===== src/rtl/counter_spi_readout.sv =====
// counter_spi_readout: SPI mode-0 responder that lets an external master read
// back an atomic snapshot of the counter value or a fixed device-ID byte.
// All SPI pins are synchronised into clk; edges are detected on the
// synchronised copies, so spi_sclk must run at clk/8 or slower.
// Optional build macro: COUNTER_SPI_PARITY_EN appends an even-parity bit
// after the last data bit of a read.

// Synchroniser for one asynchronous pin.
module counter_spi_sync #(
  parameter int   STAGES  = 2,
  parameter logic RST_VAL = 1'b0
) (
  input  logic clk,
  input  logic rst_n,
  input  logic d,
  output logic q
);
  logic [STAGES-1:0] sync_q, sync_d;

  // Shift the raw pin through the chain; the oldest stage is the clean copy.
  always_comb begin
    sync_d = {sync_q[STAGES-2:0], d};
  end

  // Chain register, reset to the pin's idle level.
  always_ff @(posedge clk or negedge rst_n) begin
    if (!rst_n) sync_q <= {STAGES{RST_VAL}};
    else        sync_q <= sync_d;
  end

  assign q = sync_q[STAGES-1];
endmodule

module counter_spi_readout #(
  parameter int         CNT_WIDTH   = 16,
  parameter int         SYNC_STAGES = 2,
  parameter logic [7:0] DEV_ID      = 8'h5C
) (
  input  logic                 clk,
  input  logic                 rst_n,
  input  logic                 ena,
  input  logic [CNT_WIDTH-1:0] count_in,
  input  logic                 spi_cs_n,
  input  logic                 spi_sclk,
  input  logic                 spi_mosi,
  output logic                 spi_miso,
  output logic                 miso_oe,
  output logic                 frame_done,
  output logic                 cmd_err
);
  localparam logic [7:0] READ_CNT = 8'hA0;
  localparam logic [7:0] READ_ID  = 8'h9F;
  // Shift register is wide enough for either the counter or the ID byte.
  localparam int SH_W = (CNT_WIDTH > 8) ? CNT_WIDTH : 8;
`ifdef COUNTER_SPI_PARITY_EN
  localparam int BCW = $clog2(SH_W + 2);
`else
  localparam int BCW = $clog2(SH_W + 1);
`endif

  typedef enum logic [1:0] {IDLE, CMD, DATA, TAIL} state_t;

  // Pin order in the synchroniser array: {mosi, sclk, cs_n}.
  localparam logic [2:0] SYNC_RST = 3'b001;

  logic [2:0] pin_raw, pin_sync;
  assign pin_raw = {spi_mosi, spi_sclk, spi_cs_n};

  for (genvar g = 0; g < 3; g++) begin : g_sync
    counter_spi_sync #(
      .STAGES  (SYNC_STAGES),
      .RST_VAL (SYNC_RST[g])
    ) u_sync (
      .clk   (clk),
      .rst_n (rst_n),
      .d     (pin_raw[g]),
      .q     (pin_sync[g])
    );
  end

  logic cs_s, sclk_s, mosi_s, cs_eff;
  assign cs_s   = pin_sync[0];
  assign sclk_s = pin_sync[1];
  assign mosi_s = pin_sync[2];
  // Dropping ena looks exactly like the master releasing chip select.
  assign cs_eff = cs_s | ~ena;

  logic sclk_prev_q, sclk_prev_d;
  logic cs_prev_q, cs_prev_d;
  logic sclk_rise, sclk_fall, cs_fall, cs_rise;

  assign sclk_prev_d = sclk_s;
  assign cs_prev_d   = cs_eff;
  assign sclk_rise   = sclk_s & ~sclk_prev_q;
  assign sclk_fall   = ~sclk_s & sclk_prev_q;
  assign cs_fall     = ~cs_eff & cs_prev_q;
  assign cs_rise     = cs_eff & ~cs_prev_q;

  // Previous-cycle copies for edge detection (cs idles high).
  always_ff @(posedge clk or negedge rst_n) begin
    if (!rst_n) begin
      sclk_prev_q <= 1'b0;
      cs_prev_q   <= 1'b1;
    end else begin
      sclk_prev_q <= sclk_prev_d;
      cs_prev_q   <= cs_prev_d;
    end
  end

  state_t               state_q, state_d;
  logic [CNT_WIDTH-1:0] snap_q, snap_d;
  logic [7:0]           cmd_q, cmd_d, cmd_shift;
  logic [SH_W-1:0]      sh_q, sh_d;
  logic [BCW-1:0]       bit_cnt_q, bit_cnt_d;
  logic [BCW-1:0]       len_q, len_d, last_cnt;
  logic                 tail_ok_q, tail_ok_d;
  logic                 miso_q, miso_d;
  logic                 oe_q, oe_d;
  logic                 done_q, done_d;
  logic                 err_q, err_d;
`ifdef COUNTER_SPI_PARITY_EN
  logic                 parity_q, parity_d;
  assign last_cnt = len_q + BCW'(1);
`else
  assign last_cnt = len_q;
`endif

  assign cmd_shift = {cmd_q[6:0], mosi_s};

  // Frame FSM: command capture, data shift-out, tail and frame termination.
  always_comb begin
    state_d   = state_q;
    snap_d    = snap_q;
    cmd_d     = cmd_q;
    sh_d      = sh_q;
    bit_cnt_d = bit_cnt_q;
    len_d     = len_q;
    tail_ok_d = tail_ok_q;
    miso_d    = miso_q;
    oe_d      = oe_q;
    done_d    = 1'b0;
    err_d     = 1'b0;
`ifdef COUNTER_SPI_PARITY_EN
    parity_d  = parity_q;
`endif
    if (state_q != IDLE && cs_rise) begin
      // End of frame or abort; only a finished read reports completion.
      state_d   = IDLE;
      oe_d      = 1'b0;
      miso_d    = 1'b0;
      bit_cnt_d = '0;
      done_d    = (state_q == TAIL) && tail_ok_q;
    end else begin
      case (state_q)
        IDLE: begin
          if (cs_fall) begin
            state_d   = CMD;
            snap_d    = count_in;
            oe_d      = 1'b1;
            miso_d    = 1'b0;
            cmd_d     = '0;
            bit_cnt_d = '0;
            tail_ok_d = 1'b0;
`ifdef COUNTER_SPI_PARITY_EN
            parity_d  = 1'b0;
`endif
          end
        end
        CMD: begin
          if (sclk_rise) begin
            cmd_d = cmd_shift;
            if (bit_cnt_q == BCW'(7)) begin
              bit_cnt_d = '0;
              case (cmd_shift)
                READ_CNT: begin
                  state_d = DATA;
                  sh_d    = SH_W'(snap_q) << (SH_W - CNT_WIDTH);
                  len_d   = BCW'(CNT_WIDTH);
                end
                READ_ID: begin
                  state_d = DATA;
                  sh_d    = SH_W'(DEV_ID) << (SH_W - 8);
                  len_d   = BCW'(8);
                end
                default: begin
                  state_d   = TAIL;
                  tail_ok_d = 1'b0;
                  err_d     = 1'b1;
                end
              endcase
            end else begin
              bit_cnt_d = bit_cnt_q + BCW'(1);
            end
          end
        end
        DATA: begin
          // bit_cnt counts bits already driven onto miso.
          if (sclk_fall) begin
            if (bit_cnt_q < len_q) begin
              miso_d    = sh_q[SH_W-1];
              sh_d      = sh_q << 1;
              bit_cnt_d = bit_cnt_q + BCW'(1);
`ifdef COUNTER_SPI_PARITY_EN
              parity_d  = parity_q ^ sh_q[SH_W-1];
            end else if (bit_cnt_q == len_q) begin
              miso_d    = parity_q;
              bit_cnt_d = bit_cnt_q + BCW'(1);
`endif
            end
          end else if (sclk_rise && bit_cnt_q == last_cnt) begin
            // Master has sampled the final bit.
            state_d   = TAIL;
            tail_ok_d = 1'b1;
            miso_d    = 1'b0;
          end
        end
        TAIL: begin
          miso_d = 1'b0;
        end
        default: state_d = IDLE;
      endcase
    end
  end

  // Frame state and registered outputs.
  always_ff @(posedge clk or negedge rst_n) begin
    if (!rst_n) begin
      state_q   <= IDLE;
      snap_q    <= '0;
      cmd_q     <= '0;
      sh_q      <= '0;
      bit_cnt_q <= '0;
      len_q     <= '0;
      tail_ok_q <= 1'b0;
      miso_q    <= 1'b0;
      oe_q      <= 1'b0;
      done_q    <= 1'b0;
      err_q     <= 1'b0;
`ifdef COUNTER_SPI_PARITY_EN
      parity_q  <= 1'b0;
`endif
    end else begin
      state_q   <= state_d;
      snap_q    <= snap_d;
      cmd_q     <= cmd_d;
      sh_q      <= sh_d;
      bit_cnt_q <= bit_cnt_d;
      len_q     <= len_d;
      tail_ok_q <= tail_ok_d;
      miso_q    <= miso_d;
      oe_q      <= oe_d;
      done_q    <= done_d;
      err_q     <= err_d;
`ifdef COUNTER_SPI_PARITY_EN
      parity_q  <= parity_d;
`endif
    end
  end

  assign spi_miso   = miso_q;
  assign miso_oe    = oe_q;
  assign frame_done = done_q;
  assign cmd_err    = err_q;
endmodule


===== config.mk =====
export PLATFORM = sky130hd
export DESIGN_NAME = counter_spi_readout
export DESIGN_NICKNAME = d
export VERILOG_FILES = /design/src/rtl/counter_spi_readout.sv
export SDC_FILE = /design/constraint.sdc
export NUM_CORES = 1
export LEC_CHECK = 0
export ABC_AREA = 1
export CAP_MARGIN = 5
export CORE_UTILIZATION = 46
export CTS_BUF_LIST = sky130_fd_sc_hd__clkbuf_8
export DETAILED_ROUTE_END_ITERATION = 7
export GPL_TIMING_DRIVEN = 1
export PLACE_DENSITY = 0.71
export SETUP_SLACK_MARGIN = 0.05
export SLEW_MARGIN = 20
export SYNTH_ARGS = -nofsm -noshare
export SYNTH_HDL_FRONTEND = slang
export SYNTH_SLANG_ARGS = --single-unit

===== constraint.sdc =====
create_clock -name clk -period 3.75 [get_ports clk]
set_input_delay 0.5625 -clock clk [delete_from_list [all_inputs] [get_ports clk]]
set_output_delay 0.5625 -clock clk [all_outputs]
set_load 0.05 [all_outputs]

==> run metrics <==
core footprint=approximately 6400 um^2; Reg-to-Reg End=cmd_q[5]; slew margin rel.=49.3%; Multi-input gate area=1280 um^2; sequential standard cell area=1530 um^2; asr flop ratio synth=100%; register area share after synthesis=49.7%; cell count after synthesis=about 390; EDFF count, synth=0; Initial Utilization=around 48%; Final setup viols=0; PD cells=around 740 nW/um^2; vias in the first global route=between 2k and 2.5k; top cell type's share of synthesized area=47.1%; DRC viols=0; clock insertion delay at the later pin of the skew report=~0.34 ns; chip height=83.9 um; initial DRC count=~140; Main synth FF type=dfrtp_1; Peak VDD IR=about 0.00035 V; dominant cells by area after synthesis=dfrtp_1 47%, nand2_1 14%, o21ai_0 7.1%; TritonCTS Buffers=9; reg2reg start=state_q[1]; type of origin of the critical path=flop; Critical Path RT=roughly 4 ns; Die Area=around 7000 um^2; Area growth, synth to finish=15.9%; I/O pin count=26; clk root buf=clkbuf_8; syn_nets=415; via count=~2.4k; RD Place Congestion=0.815; Setup WS pre-CTS=1.34 ns; Max Cap Violations=0; clock slew at reported path FFs=~0.070 ns; worst hold path type=input port to asynchronous set/reset pin; Die X=around 84 um; mapped cell area=just over 3000 um^2; GR Util All Layers=about a fifth; met2 usage in global routing=between 30% and 40%; post-synth top area cell=dfrtp_1; met1 Use GR=between 20% and 30%; Clock Tree Buf Depth=2; FF-to-FF setup slack=1.63 ns; Final Instance Count excl. Fillers=between 400 and 500; fmax=472 MHz; worst-path maximum fanout=14; Post-CTS Setup Repair Bufs=0; initial antenna violation count=0; # port buffers=25; final WL=5790 um; placed insts=around 480; # H-tree levels=3; post-route ant nets=0; n_diodes=0; Final Hold Viols=0; HPWL Detailed=~4100 um; part of the cycle the worst path needs=between 50% and 60%; global-route wire length before repair=10800 um; CTS sink cnt=61; synthesis-stage register bit count=between 60 and 70; Avg Synthesized Cell Area=between 8 and 9 um^2; fin nets=approximately 440; Yosys warnings=0; Congestion Overflow GR=0; Tmin final=approximately 2.1 ns; Fill cells=slightly above 600; critical path type=flop to flop; gr busiest metal=met2; skew final=roughly 0.0078 ns; Worst Tran Pin Value=between 0.7 and 0.8 ns; met3 Track Usage GR=around 5.3%; post-CTS sizing=0; final core occ=between 50% and 60%; layout cells sized above 1=approximately a tenth; Avg WL per Cell=11.8 um; Leak=between 1.5 and 2 nW; R2R depth=8; RSZ-0062 raised after global routing=false; FP Rows=29; Arrival @ worst endpoint=around 2.4 ns; TritonCTS clock tree=yes; pin count of the biggest net entering global routing=35; Post-CTS Hold Fix Bufs=0; 1st-pass router iterations=4; fin worst setup slack=approximately 1.6 ns; CP endpoint kind=flop; setup TNS=0 ns; status=finished clean; Slew Viols, Final=0; Vias/cell=4.96; distinct cell type count after synthesis=30
==> power breakdown <==
group / internal (mW) / total, mW / switching (mW)
combinational: 0.338 / 1.04 / 0.703
clock: 0.329 / 0.607 / 0.277
sequential: 0.882 / 0.996 / 0.114
total: 1.55 / 2.64 / 1.09
==> state kept, by name, indices dropped and copies added, names as in the netlist <==
name,flops
tail_ok_q,1
miso_oe,1
spi_miso,1
last_cnt,2
sh_q,16
snap_q,16
frame_done,1
cmd_err,1
cs_prev_q,1
g_sync.u_sync.sync_q,6
state_q,2
sclk_prev_q,1
bit_cnt_q,5
cmd_q,7
==> cells in the final DEF (no fill, tap or decap), drive strengths merged, types with 2 or more instances in the layout <==
cell / instances
nand3: 30
inv: 54
clkdlybuf4s50: 24
ha: 8
clkbuf: 10
nand2: 124
a21oi: 3
o21ai: 52
xor2: 2
nor2: 32
dfstp: 3
dfrtp: 58
buf: 3
a31oi: 4
clkinvlp: 3
==> worst max-delay path: stages (launching register included) <==
cell     delay, ns
dfrtp_1       0.40
inv_1         0.11
ha_1          0.20
inv_1         0.09
nand3_1       0.32
nand2_1       0.18
a21oi_2       0.47
nand3_1       0.15
o21ai_1       0.11
==> cells by family (layout without fill, tap and decap cells) <==
group,after synthesis,after routing,synth area share (%)
and+or+nand+nor,189,189,27.4
AOI/OAI and AO/OA,61,61,10.4
adders and majority gates,8,8,3.25
DFF,61,61,49.7
buffers and inverters,64,95,8.77
xor gates and xnor gates,2,2,0.569
==> per-layer routing <==
layer / share of wire, % / wire (um)
met5: 0 / 0
met4: 1.5 / 84
met3: 5.1 / 294
met2: 49 / 2850
met1: 44 / 2570
==> through the flow <==
stage	hold WS [ns]	area, um^2	total power, mW
finish	0.288	3570	2.64
floorplan	0.267	3080	1.85
global route	0.338	3570	2.89
CTS	0.299	3570	2.67
detailed placement	0.340	3360	2.06
global placement	0.334	3360	2.03
==> cell usage after synthesis (2+ instances only) <==
master and instances:
nor2_1 28, nand2_1 116, nand3_4 2, dfstp_2 3
dfrtp_1 58, inv_2 5, a21oi_1 2, nand3_1 28
o21ai_1 8, ha_1 8, xor2_1 2, nor2_4 2
buf_2 6, inv_1 47, a31oi_1 4, nand2_2 6
clkbuf_1 3, o21ai_0 44, nand2_4 2
==> worst max path at each step <==
stage / from / endpoint / slack (ns) / cells past startpoint
detailed placement: ena / cmd_q[5] / 1.34 / 7
floorplan: bit_cnt_q[4] / sh_q[10] / 2.18 / 8
finish: state_q[1] / cmd_q[5] / 1.63 / 8
global placement: ena / sh_q[12] / 1.42 / 9
CTS: state_q[1] / cmd_q[5] / 1.64 / 8
global route: state_q[0] / cmd_q[5] / 1.37 / 8
==> cell type report <==
| class | count | share of cell area (%) |
|---|---|---|
| tap | 77 | 2.70 |
| timing repair buffer | 27 | 7.29 |
| multi-input combinational | 260 | 35.9 |
| clock buffer | 10 | 3.85 |
| inverter | 52 | 5.47 |
| clock inverter | 6 | 1.96 |
| sequential | 61 | 42.9 |
(Power assumes the default switching activity.)
